--- src/rtl/vx_skid_register.sv ---
// Two-entry elastic register for a valid/ready channel. valid_out, data_out and ready_in are all
// driven straight from flops. Optional stall counter enabled by defining VX_SKID_REG_PERF_EN.
module vx_skid_register #(
    parameter int DATAW      = 1,
    parameter int PASSTHRU   = 0,
    parameter int PERF_CTR_W = 32
) (
    input  logic                  clk,
    input  logic                  reset,
    input  logic                  valid_in,
    output logic                  ready_in,
    input  logic [DATAW-1:0]      data_in,
    output logic                  valid_out,
    output logic [DATAW-1:0]      data_out,
    input  logic                  ready_out
`ifdef VX_SKID_REG_PERF_EN
    ,
    output logic [PERF_CTR_W-1:0] perf_stalls
`endif
);

`ifndef VX_SKID_REG_PERF_EN
    logic [PERF_CTR_W-1:0] w_unused_perf;
    assign w_unused_perf = '0;
`endif

    generate
        if (PASSTHRU != 0) begin : g_passthru
            logic w_unused_clk_rst;

            assign ready_in         = ready_out;
            assign valid_out        = valid_in;
            assign data_out         = data_in;
            assign w_unused_clk_rst = clk ^ reset;
`ifdef VX_SKID_REG_PERF_EN
            assign perf_stalls = '0;
`endif
        end else begin : g_reg
            typedef enum logic [1:0] {
                S_EMPTY = 2'd0,
                S_ONE   = 2'd1,
                S_FULL  = 2'd2
            } state_t;

            state_t             r_state;
            state_t             w_state_next;
            logic               r_ready_in;
            logic               r_valid_out;
            logic [DATAW-1:0]   r_main;
            logic [DATAW-1:0]   r_skid;
            logic               w_push;
            logic               w_pop;
            logic               w_load_main;
            logic               w_main_from_skid;
            logic               w_load_skid;

            assign w_push = valid_in & r_ready_in;
            assign w_pop  = r_valid_out & ready_out;

            always_comb begin
                w_state_next     = r_state;
                w_load_main      = 1'b0;
                w_main_from_skid = 1'b0;
                w_load_skid      = 1'b0;
                case (r_state)
                    S_EMPTY: begin
                        if (w_push) begin
                            w_state_next = S_ONE;
                            w_load_main  = 1'b1;
                        end
                    end
                    S_ONE: begin
                        if (w_push && w_pop) begin
                            w_load_main = 1'b1;
                        end else if (w_push) begin
                            w_state_next = S_FULL;
                            w_load_skid  = 1'b1;
                        end else if (w_pop) begin
                            w_state_next = S_EMPTY;
                        end
                    end
                    S_FULL: begin
                        // ready_in is low here, so only the drain of the skid entry can happen
                        if (w_pop) begin
                            w_state_next     = S_ONE;
                            w_main_from_skid = 1'b1;
                        end
                    end
                    default: w_state_next = S_EMPTY;
                endcase
            end

            always_ff @(posedge clk) begin
                if (!reset) begin
                    r_state     <= S_EMPTY;
                    r_valid_out <= 1'b0;
                    r_ready_in  <= 1'b0;
                end else begin
                    r_state     <= w_state_next;
                    r_valid_out <= (w_state_next != S_EMPTY);
                    r_ready_in  <= (w_state_next != S_FULL);
                end
            end

            // Payload flops carry no reset; their content is meaningless while valid_out is low.
            always_ff @(posedge clk) begin
                if (w_load_main) begin
                    r_main <= data_in;
                end else if (w_main_from_skid) begin
                    r_main <= r_skid;
                end
                if (w_load_skid) begin
                    r_skid <= data_in;
                end
            end

            assign ready_in  = r_ready_in;
            assign valid_out = r_valid_out;
            assign data_out  = r_main;

`ifdef VX_SKID_REG_PERF_EN
            logic [PERF_CTR_W-1:0] r_perf_stalls;

            always_ff @(posedge clk) begin
                if (!reset) begin
                    r_perf_stalls <= '0;
                end else if (r_valid_out && !ready_out) begin
                    r_perf_stalls <= r_perf_stalls + 1'b1;
                end
            end

            assign perf_stalls = r_perf_stalls;
`endif

`ifndef SYNTHESIS
            a_no_push_when_full: assert property (@(posedge clk) disable iff (!reset)
                !((r_state == S_FULL) && w_push));
            a_hold_under_backpressure: assert property (@(posedge clk) disable iff (!reset)
                (r_valid_out && !ready_out) |=> (r_valid_out && $stable(r_main)));
`endif
        end
    endgenerate

endmodule

--- config.mk ---
export PLATFORM = sky130hd
export DESIGN_NAME = vx_skid_register
export DESIGN_NICKNAME = d
export VERILOG_FILES = /design/src/rtl/vx_skid_register.sv
export SDC_FILE = /design/constraint.sdc
export NUM_CORES = 1
export LEC_CHECK = 0
export CORE_AREA = 2 2 39 41
export DETAILED_ROUTE_END_ITERATION = 8
export DIE_AREA = 0 0 41 43
export GPL_ROUTABILITY_DRIVEN = 0
export SYNTH_ARGS = -nofsm -noshare
export SYNTH_HDL_FRONTEND = slang
export SYNTH_SLANG_ARGS = --single-unit
--- constraint.sdc ---
create_clock -name clk -period 3.3 [get_ports clk]
set_clock_uncertainty 0.15 [all_clocks]
set_input_delay 0.66 -clock clk [delete_from_list [all_inputs] [get_ports clk]]
set_output_delay 0.66 -clock clk [all_outputs]
set_load 0.05 [all_outputs]
=== Word level (Yosys, flattened, before mapping) ===
Cells that the tools add are included.

* Register bits after elaboration: 6
* Bits in latches: 0
* Bits in writable memories: 0
* Bits in read-only memories: 0
* Bits of input ports: 5
* Output and inout bits: 3
* Logic and storage cells: 29
* Memories: 0

* Add/sub/neg operators: 0
* $mul: 0
* Div/mod/pow operators: 0
* Order comparisons: 0
* Equal/unequal tests: 3
* Shift-type cells: 0
* Muxes and demuxes: 15
* Bitwise gates (word level): 2
* Reduce and logical (&&, ||, !) cells: 4

{| class="wikitable"
|+ Operators with widths
! cell !! count
|-
| 2-to-1 mux 2 bit || 5
|-
| 2-to-1 mux 1 bit || 8
|-
| case mux 2 bit (3 select lines) || 1
|-
| nonzero test 2 bit || 2
|-
| AND 1 bit || 2
|-
| equality test 2 x 1 -> 1 bit (second input constant) || 1
|-
| equality test 2 bit (second input constant) || 1
|-
| zero test 2 bit || 1
|-
| != test 2 bit (second input constant) || 1
|-
| case mux 1 bit (2 select lines) || 1
|-
| logical AND 1 bit || 1
|}

=== Logic depth before layout (Yosys ltp) ===
Gate-level depths: netlist (run 1).

* Depth in word-level cells: 6
* Depth in mapped cells: 4
* Gate-level depth less buffers: 3

=== Least setup slack after synthesis (run 1) ===
No wires, ideal clock.

* Path type: register to register
* From: register g_reg.r_ready_in (netlist: ready_in)
* To: register g_reg.r_main (netlist: data_out), data pin
* Library setup time: 260 ps
* Data arrival time: 1277 ps
* Data required time: 2890 ps
* Path slack: 1613 ps
* Stages on the path, launching flop included: 4
* Buffers on the path: 0
* Clock period less this slack: 1687 ps
* Cells stage by stage: dfxtp_1 nand3b_4 a21oi_2 mux2_4

* Longest elaborated chain between the ends: 5
* Elaborated cells between the ends (all ways): 6
* Classes of those cells: mux: 4; bitwise: 1; reduce/logical: 1

{| class="wikitable"
|+ Ends and longest elaborated chain
! what !! RTL line !! text
|-
| from (decl) || 47 || <nowiki>logic r_ready_in;</nowiki>
|-
| from (signal assigned) || 101 || <nowiki>r_ready_in <= (w_state_next != S_FULL);</nowiki>
|-
| AND 1 bit * || 57 || <nowiki>assign w_push = valid_in & r_ready_in;</nowiki>
|-
| logical AND 1 bit || 73 || <nowiki>if (w_push && w_pop) begin</nowiki>
|-
| 2-to-1 mux 1 bit || 73 ||
|-
| case mux 1 bit (2 select lines) * || 65 || <nowiki>case (r_state)</nowiki>
|-
| 2-to-1 mux 1 bit * || 107 || <nowiki>if (w_load_main) begin</nowiki>
|-
| to (signal assigned) || 108 || <nowiki>r_main <= data_in;</nowiki>
|-
| to (signal assigned) || 110 || <nowiki>r_main <= r_skid;</nowiki>
|-
| to (decl) || 49 || <nowiki>logic [DATAW-1:0] r_main;</nowiki>
|}

Mark *: on every way between the ends. The rest lies on a longest branch, timed or not.
A chain may end at the register's enable or synchronous reset.

=== Final worst setup path (run 1) ===
* From: register g_reg.r_ready_in (netlist: ready_in)
* To: output port ready_in

{| class="wikitable"
|+ RTL lines
! what !! RTL line !! text
|-
| to (decl) || 11 || <nowiki>output logic ready_in,</nowiki>
|}

No word-level cell between the ends.

==> results of run 1 <==
-- logic make-up after synthesis --
| kind of cell | share of synthesized area, % |
|---|---|
| flops | 46.3 |
| mux | 4.96 |
| buf+inv | 3.72 |
| compound gates | 14.9 |
| simple gates | 30.2 |
-- state kept, by name, indices dropped and copies added, names as in the netlist --
register,cells
g_reg.r_state,2
data_out,1
g_reg.r_skid,1
valid_out,1
ready_in,1
-- cell type report --
class | count | area (µm²)
repair buffers | 7 | 70.1
multi-input cells | 20 | 151
flip-flops and latches | 6 | 140
clock buffers | 4 | 26.3
well taps | 16 | 20.0
fillers | 150 | 976
-- per-layer routing --
metal  part of all wire [%]  wire length [µm]  global-route usage (%)
met4                    2.5                14                    6.00
met3                     11                63                    7.85
met1                     41               229                    7.79
met2                     45               255                    11.3
met5                      0                 0                       0
-- cell usage in the layout, fill, tap and decap left out --
| master | n |
|---|---|
| a21boi_0 | 1 |
| a21o_2 | 1 |
| a21oi_2 | 1 |
| a221o_1 | 1 |
| and2_1 | 1 |
| and3_1 | 1 |
| and4_1 | 1 |
| clkbuf_1 | 1 |
| clkbuf_4 | 3 |
| clkdlybuf4s50_1 | 7 |
| dfxtp_1 | 4 |
| edfxtp_1 | 2 |
| mux2_4 | 1 |
| nand2_1 | 2 |
| nand2_2 | 1 |
| nand2b_1 | 1 |
| nand3_1 | 1 |
| nand3b_4 | 1 |
| nand4_1 | 1 |
| nand4b_1 | 1 |
| nor2_1 | 1 |
| nor2b_1 | 1 |
| o21ai_0 | 2 |
-- worst paths after layout --
kind / startpoint / end / slack [ns] / cells past startpoint
setup / recovery: ready_in$_SDFF_PN0_ / ready_in / 0.98 / 1
hold reg to reg: g_reg.r_skid$_DFFE_PP_ / data_out$_DFFE_PP_ / 0.42 / 1
setup reg to reg: ready_in$_SDFF_PN0_ / data_out$_DFFE_PP_ / 1.93 / 3
hold / removal: g_reg.r_skid$_DFFE_PP_ / data_out$_DFFE_PP_ / 0.42 / 1
-- power groups by stage --
stage / clock network (W) / logic (W) / registers, W
2_1_floorplan: 0 / 0.0000175 / 0.0000967
3_3_place_gp: 0 / 0.0000366 / 0.0000892
3_5_place_dp: 0 / 0.0000370 / 0.0000893
4_1_cts: 0.0000830 / 0.0000372 / 0.0000878
5_1_grt: 0.0000854 / 0.0000394 / 0.0000885
6_report: 0.0000779 / 0.0000367 / 0.0000877
-- stage by stage --
stage                     hold WS, ns  utilization [%]
after detailed placement        0.404             27.6
final                           0.419             29.5
after floorplan                 0.377                -
after global placement          0.405             27.6
after global routing            0.435             29.5
after CTS                       0.425             29.5
==> metrics.md, run 1 <==
| Metric | Value |
|---|---|
| Die Y | `between 40 and 50 µm` |
| Total power draw | `roughly 0.00020 W` |
| Internal Power | `between 0.0001 and 0.00015 W` |
| Final min period | `~2.3 ns` |
| Cts repair resizes | `0` |
| Cts bufs inserted | `3` |
| RSZ-0062 raised after global routing | `no` |
| EDFF count, synth | `2` |
| Seq/Total Area, Yosys | `a little under half` |
| Critical Path RT | `around 2.5 ns` |
| CTS tree | `done` |
| Area of the mapped netlist | `about 300 µm²` |
| DR pass1 iterations | `4` |
| FFs w/ async S/R, synth | `0%` |
| CTS Hold Bufs | `0` |
| Largest net degree at the start of global routing | `10` |
| Antenna Cells | `0` |
| Setup CP Type | `flop to output port` |
| Placed Area | `about 380 µm²` |
| CP max stage cell | `clkdlybuf4s50_1` |
| First-pass GRT wire length | `876 µm` |
| Worst skew pair latency | `around 0.26 ns` |
| Ports | `8` |
| Switching pwr | `roughly 0.000057 W` |
| Final net count | `between 40 and 50` |
| Pwr dens | `just under 500 nW/µm²` |
| Hold WC Path Type | `flop to flop` |
| Synth cell count leaders | `dfxtp_1, edfxtp_1, nand2_1, o21ai_0` |
| Yosys top cell area share | `26.4%` |
| Most frequent cell after synthesis | `dfxtp_1` |
| Endpoints failing setup | `0` |
| Worst Path Arrival | `between 1.5 and 2 ns` |
| Final setup TNS | `0 ns` |
| Startpoint types | `flop` |
| Avg Inst Size Synth | `about 11 µm²` |
| CP endpoint kind | `output port` |
| Cells after synthesis | `27` |
| Clock buffer depth | `2` |
| Setup bufs post-CTS | `0` |
| Clock-pin slew on the worst setup and hold paths | `about 0.05 ns` |
| Clock root cell | `clkbuf_4` |
| Sequential power share | `43.4%` |
| Port buffer count | `7` |
| Worst Tran Pin Value | `between 0.4 and 0.5 ns` |
| Outcome | `finished, final reports clean` |
| H-tree levels | `1` |
| Site Rows | `14` |
| Routed wire per std cell | `10.6 µm` |
| Vias in the first global route | `about 210` |
| Kind of cell adding the most delay to the critical path | `buffers and inverters` |
| Synth warn | `0` |
| Max-slew violation count | `0` |
| CP peak stage delay | `between 0.8 and 0.9 ns` |
| Cell variety after synth | `21` |
| Most common flop cell mapped by yosys | `dfxtp_1` |
| Core footprint | `~1400 µm²` |
| Vias per Instance | `approximately 4.6` |
| Fmax | `431 MHz` |
| Finished Layout Cells | `53` |
| Routed vias | `around 240` |
| Post-synthesis register bit count | `6` |
| Crit-path max FO | `5` |
| Worst path bufs/invs | `1` |
| DR iter-0 viols | `4` |
| Layout cells sized above 1 | `21.6%` |
| Final WS setup | `a little under 1 ns` |
| DRC violations left | `0` |
| Slew headroom | `roughly two thirds` |
| Area Overhead vs Synth | `34.7%` |
| Overflow after GRT | `0` |
| Leading area contributor after synthesis | `dfxtp_1` |
| Starting Density | `~22%` |
| Max VDD drop | `~0.00024 V` |
| Final instance area | `408 µm²` |
| MaxCap Viol Count | `0` |
| Pre-CTS setup slack | `around 1.1 ns` |
| Die width | `just over 40 µm` |
| ANT nets after route | `0` |
| Hold Vio Cnt, Final | `0` |
| Routed WL | `approximately 560 µm` |
| Die area | `between 1500 and 2000 µm²` |
| Comb power frac | `~18%` |
| Crit path cell chain | `clkdlybuf4s50_1` |
| Clock Sink Count | `6` |
| Switching Share | `about 28%` |
| Clk pwr share | `between 30 and 40%` |
| LEAKAGE | `about 0.15 nW` |
| Placed cells | `49` |
| Mapped Nets | `32` |
| Gr usage total | `under 10%` |
| Initial antenna violation count | `0` |
| Synth top area cells | `dfxtp_1, edfxtp_1, nand3b_4, mux2_4, buf_6` |
| Period utilisation layout | `between 70 and 80%` |
No activity file was read; power rests on OpenSTA's default activity.
==> run 2, diff against run 1 <==
clock period = 1.9 ns   (was 3.3 ns; I/O delays follow)
==> metrics.md, run 2 (same netlist as run 1, synthesis figures left out) <==
| Metric | Value |
|---|---|
| Crit path cell chain | `clkdlybuf4s50_1 > nand3b_4 > a21oi_2 > mux2_4` |
| Kind of cell adding the most delay to the critical path | `buffers and inverters` |
| Routed wire per std cell | `10.3 µm (-2.8%)` |
| Met3 wire length | `63 µm (unchanged)` |
| Switching pwr | `0.0000932 W (+64%)` |
| Vias in the first global route | `219 (+2.3%)` |
| Die area | `1760 µm² (unchanged)` |
| Clock Sink Count | `6 (unchanged)` |
| Internal Power | `0.000248 W (+70%)` |
| RR Endpoint | `data_out$_DFFE_PP_` |
| Max reg flops | `2 (unchanged)` |
| DR iter-0 viols | `9 (+5)` |
| Initial antenna violation count | `0 (unchanged)` |
| Worst skew pair latency | `0.25 ns (about the same)` |
| Period utilisation layout | `between 80% and 90%` |
| Clock buffer depth | `2 (unchanged)` |
| Routed wl met2 | `242 µm (-5.1%)` |
| R2r setup slk | `0.46 ns (-1.47 ns)` |
| DR pass1 iterations | `4 (unchanged)` |
| Vias per Instance | `4.62 (+0.82%)` |
| Top reg by flops | `g_reg.r_state` |
| Ports | `8 (unchanged)` |
| Highest metal layer with signal wires | `met3` |
| Site Rows | `14 (unchanged)` |
| Hold-critical path depth | `1 (unchanged)` |
| Outcome | `finished, final reports clean` |
| Critical Path RT | `1.75 ns (-0.74 ns)` |
| Crit-path max FO | `4 (-1)` |
| Max-slew violation count | `0 (unchanged)` |
| Hpwl dp | `between 300 and 400 µm` |
| Clk pwr share | `35.1% (-3.4 points)` |
| Hold Vio Cnt, Final | `0 (unchanged)` |
| Port buffer count | `7 (unchanged)` |
| Slew headroom | `80.7% (+13 points)` |
| RSZ-0062 raised after global routing | `no` |
| Final net count | `44 (+2.3%)` |
| Clock root cell | `clkbuf_4` |
| Worst path bufs/invs | `1 (unchanged)` |
| Placed cells | `50 (+2.0%)` |
| CP max stage cell | `clkdlybuf4s50_1` |
| Core footprint | `1380 µm² (unchanged)` |
| Fmax | `between 600 and 700 MHz` |
| Sequential power share | `45.1% (+1.7 points)` |
| DRT met1 WL | `241 µm (+5.2%)` |
| Antenna Cells | `0 (unchanged)` |
| Setup CP Type | `input port to flop` |
| CTS Hold Bufs | `0 (unchanged)` |
| Layout cells sized above 1 | `32.4% (+11 points)` |
| ANT nets after route | `0 (unchanged)` |
| Worst Tran Pin Value | `0.289 ns (-0.201 ns)` |
| Largest net degree at the start of global routing | `10 (unchanged)` |
| Routed vias | `245 (+0.82%)` |
| Hold path endpoint | `data_out$_DFFE_PP_` |
| Commonest non-fill, non-tap cells in the layout | `dfxtp_1, clkdlybuf4s50_1, clkbuf_4, buf_4` |
| Placed Area | `394 µm² (+3.3%)` |
| Cts bufs inserted | `3 (unchanged)` |
| Endpoints failing setup | `0 (unchanged)` |
| Worst R2R Start | `ready_in$_SDFF_PN0_` |
| Worst hold start | `g_reg.r_skid$_DFFE_PP_` |
| Die Y | `43 µm (unchanged)` |
| CP peak stage delay | `0.52 ns (-0.32 ns)` |
| Final min period | `1.60 ns` |
| Overflow after GRT | `0 (unchanged)` |
| Setup bufs post-CTS | `0 (unchanged)` |
| Final instance area | `417 µm² (+2.1%)` |
| Worst Path Arrival | `1.45 ns (-0.06 ns)` |
| Die width | `41 µm (unchanged)` |
| Gr usage total | `8.06% (-0.40 points)` |
| Comb power frac | `19.8% (+1.6 points)` |
| Max VDD drop | `0.000345 V (+46%)` |
| Switching Share | `27.3% (-0.79 points)` |
| LEAKAGE | `0.163 nW (+7.6%)` |
| Hold WC Path Type | `flop to flop` |
| Starting Density | `21.9% (unchanged)` |
| Pwr dens | `818 nW/µm² (+65%)` |
| Cts repair resizes | `0 (unchanged)` |
| CP endpoint kind | `flop` |
| Clock-pin slew on the worst setup and hold paths | `0.05 ns (about the same)` |
| H-tree levels | `1 (unchanged)` |
| DRC violations left | `0 (unchanged)` |
| Routed WL | `547 µm (-2.8%)` |
| FF-to-FF path depth | `3 (unchanged)` |
| MaxCap Viol Count | `0 (unchanged)` |
| Finished Layout Cells | `53 (unchanged)` |
| First-pass GRT wire length | `876 µm (unchanged)` |
| Final setup TNS | `0 ns (unchanged)` |
| Area Overhead vs Synth | `37.6%` |
| Startpoint types | `input port` |
| CTS tree | `done` |
==> run 2: changes by cell type in the layout (fill, tap and decap cells not counted) <==
cell | previous run | this run
buf_12 | 0 | 1
buf_4 | 0 | 3
clkbuf_1 | 1 | 0
clkdlybuf4s50_1 | 7 | 4
==> run 2: layer usage <==
metal,up-vias,track usage [%]
met2,11,8.13
met3,0,6.28
met1,112,10.7
li1,122,-
met5,-,0
met4,0,6.00
==> run 2: layout make-up <==
class / instances / area, µm²
Multi-Input combinational cell: 20 / 151
Sequential cell: 6 / 140
Tap cell: 16 / 20.0
Clock buffer: 3 / 22.5
Fill cell: 142 / 967
Timing Repair Buffer: 8 / 82.6
==> run 2: worst max-delay path by stage <==
| stage | slack (ns) | end | startpoint | cells after the start |
|---|---|---|---|---|
| 2_1_floorplan | 0.21 | data_out$_DFFE_PP_ | ready_in$_SDFF_PN0_ | 3 |
| 3_3_place_gp | 0.02 | data_out$_DFFE_PP_ | valid_in | 4 |
| 3_5_place_dp | 0.03 | data_out$_DFFE_PP_ | valid_in | 4 |
| 4_1_cts | 0.30 | data_out$_DFFE_PP_ | valid_in | 4 |
| 5_1_grt | 0.24 | data_out$_DFFE_PP_ | ready_out | 4 |
| 6_report | 0.30 | data_out$_DFFE_PP_ | valid_in | 4 |
==> run 2: per-stage QoR <==
stage / hold slack (ns) / setup WS [ns] / utilization, % / total power (W)
after floorplan: 0.329 / 0.213 / - / 0.000198
after CTS: 0.401 / 0.296 / 30.1 / 0.000348
final: 0.390 / 0.299 / 30.1 / 0.000341
after global placement: 0.395 / 0.0228 / 28.5 / 0.000224
after global routing: 0.428 / 0.242 / 30.1 / 0.000361
after detailed placement: 0.391 / 0.0330 / 28.5 / 0.000224
==> run 2: power by group through the flow <==
stage,Combinational (W),Clock [W],Sequential (W)
5_1_grt,0.0000727,0.000133,0.000155
2_1_floorplan,0.0000304,0,0.000168
4_1_cts,0.0000682,0.000126,0.000154
6_report,0.0000674,0.000120,0.000154
3_5_place_dp,0.0000679,0,0.000156
3_3_place_gp,0.0000673,0,0.000156
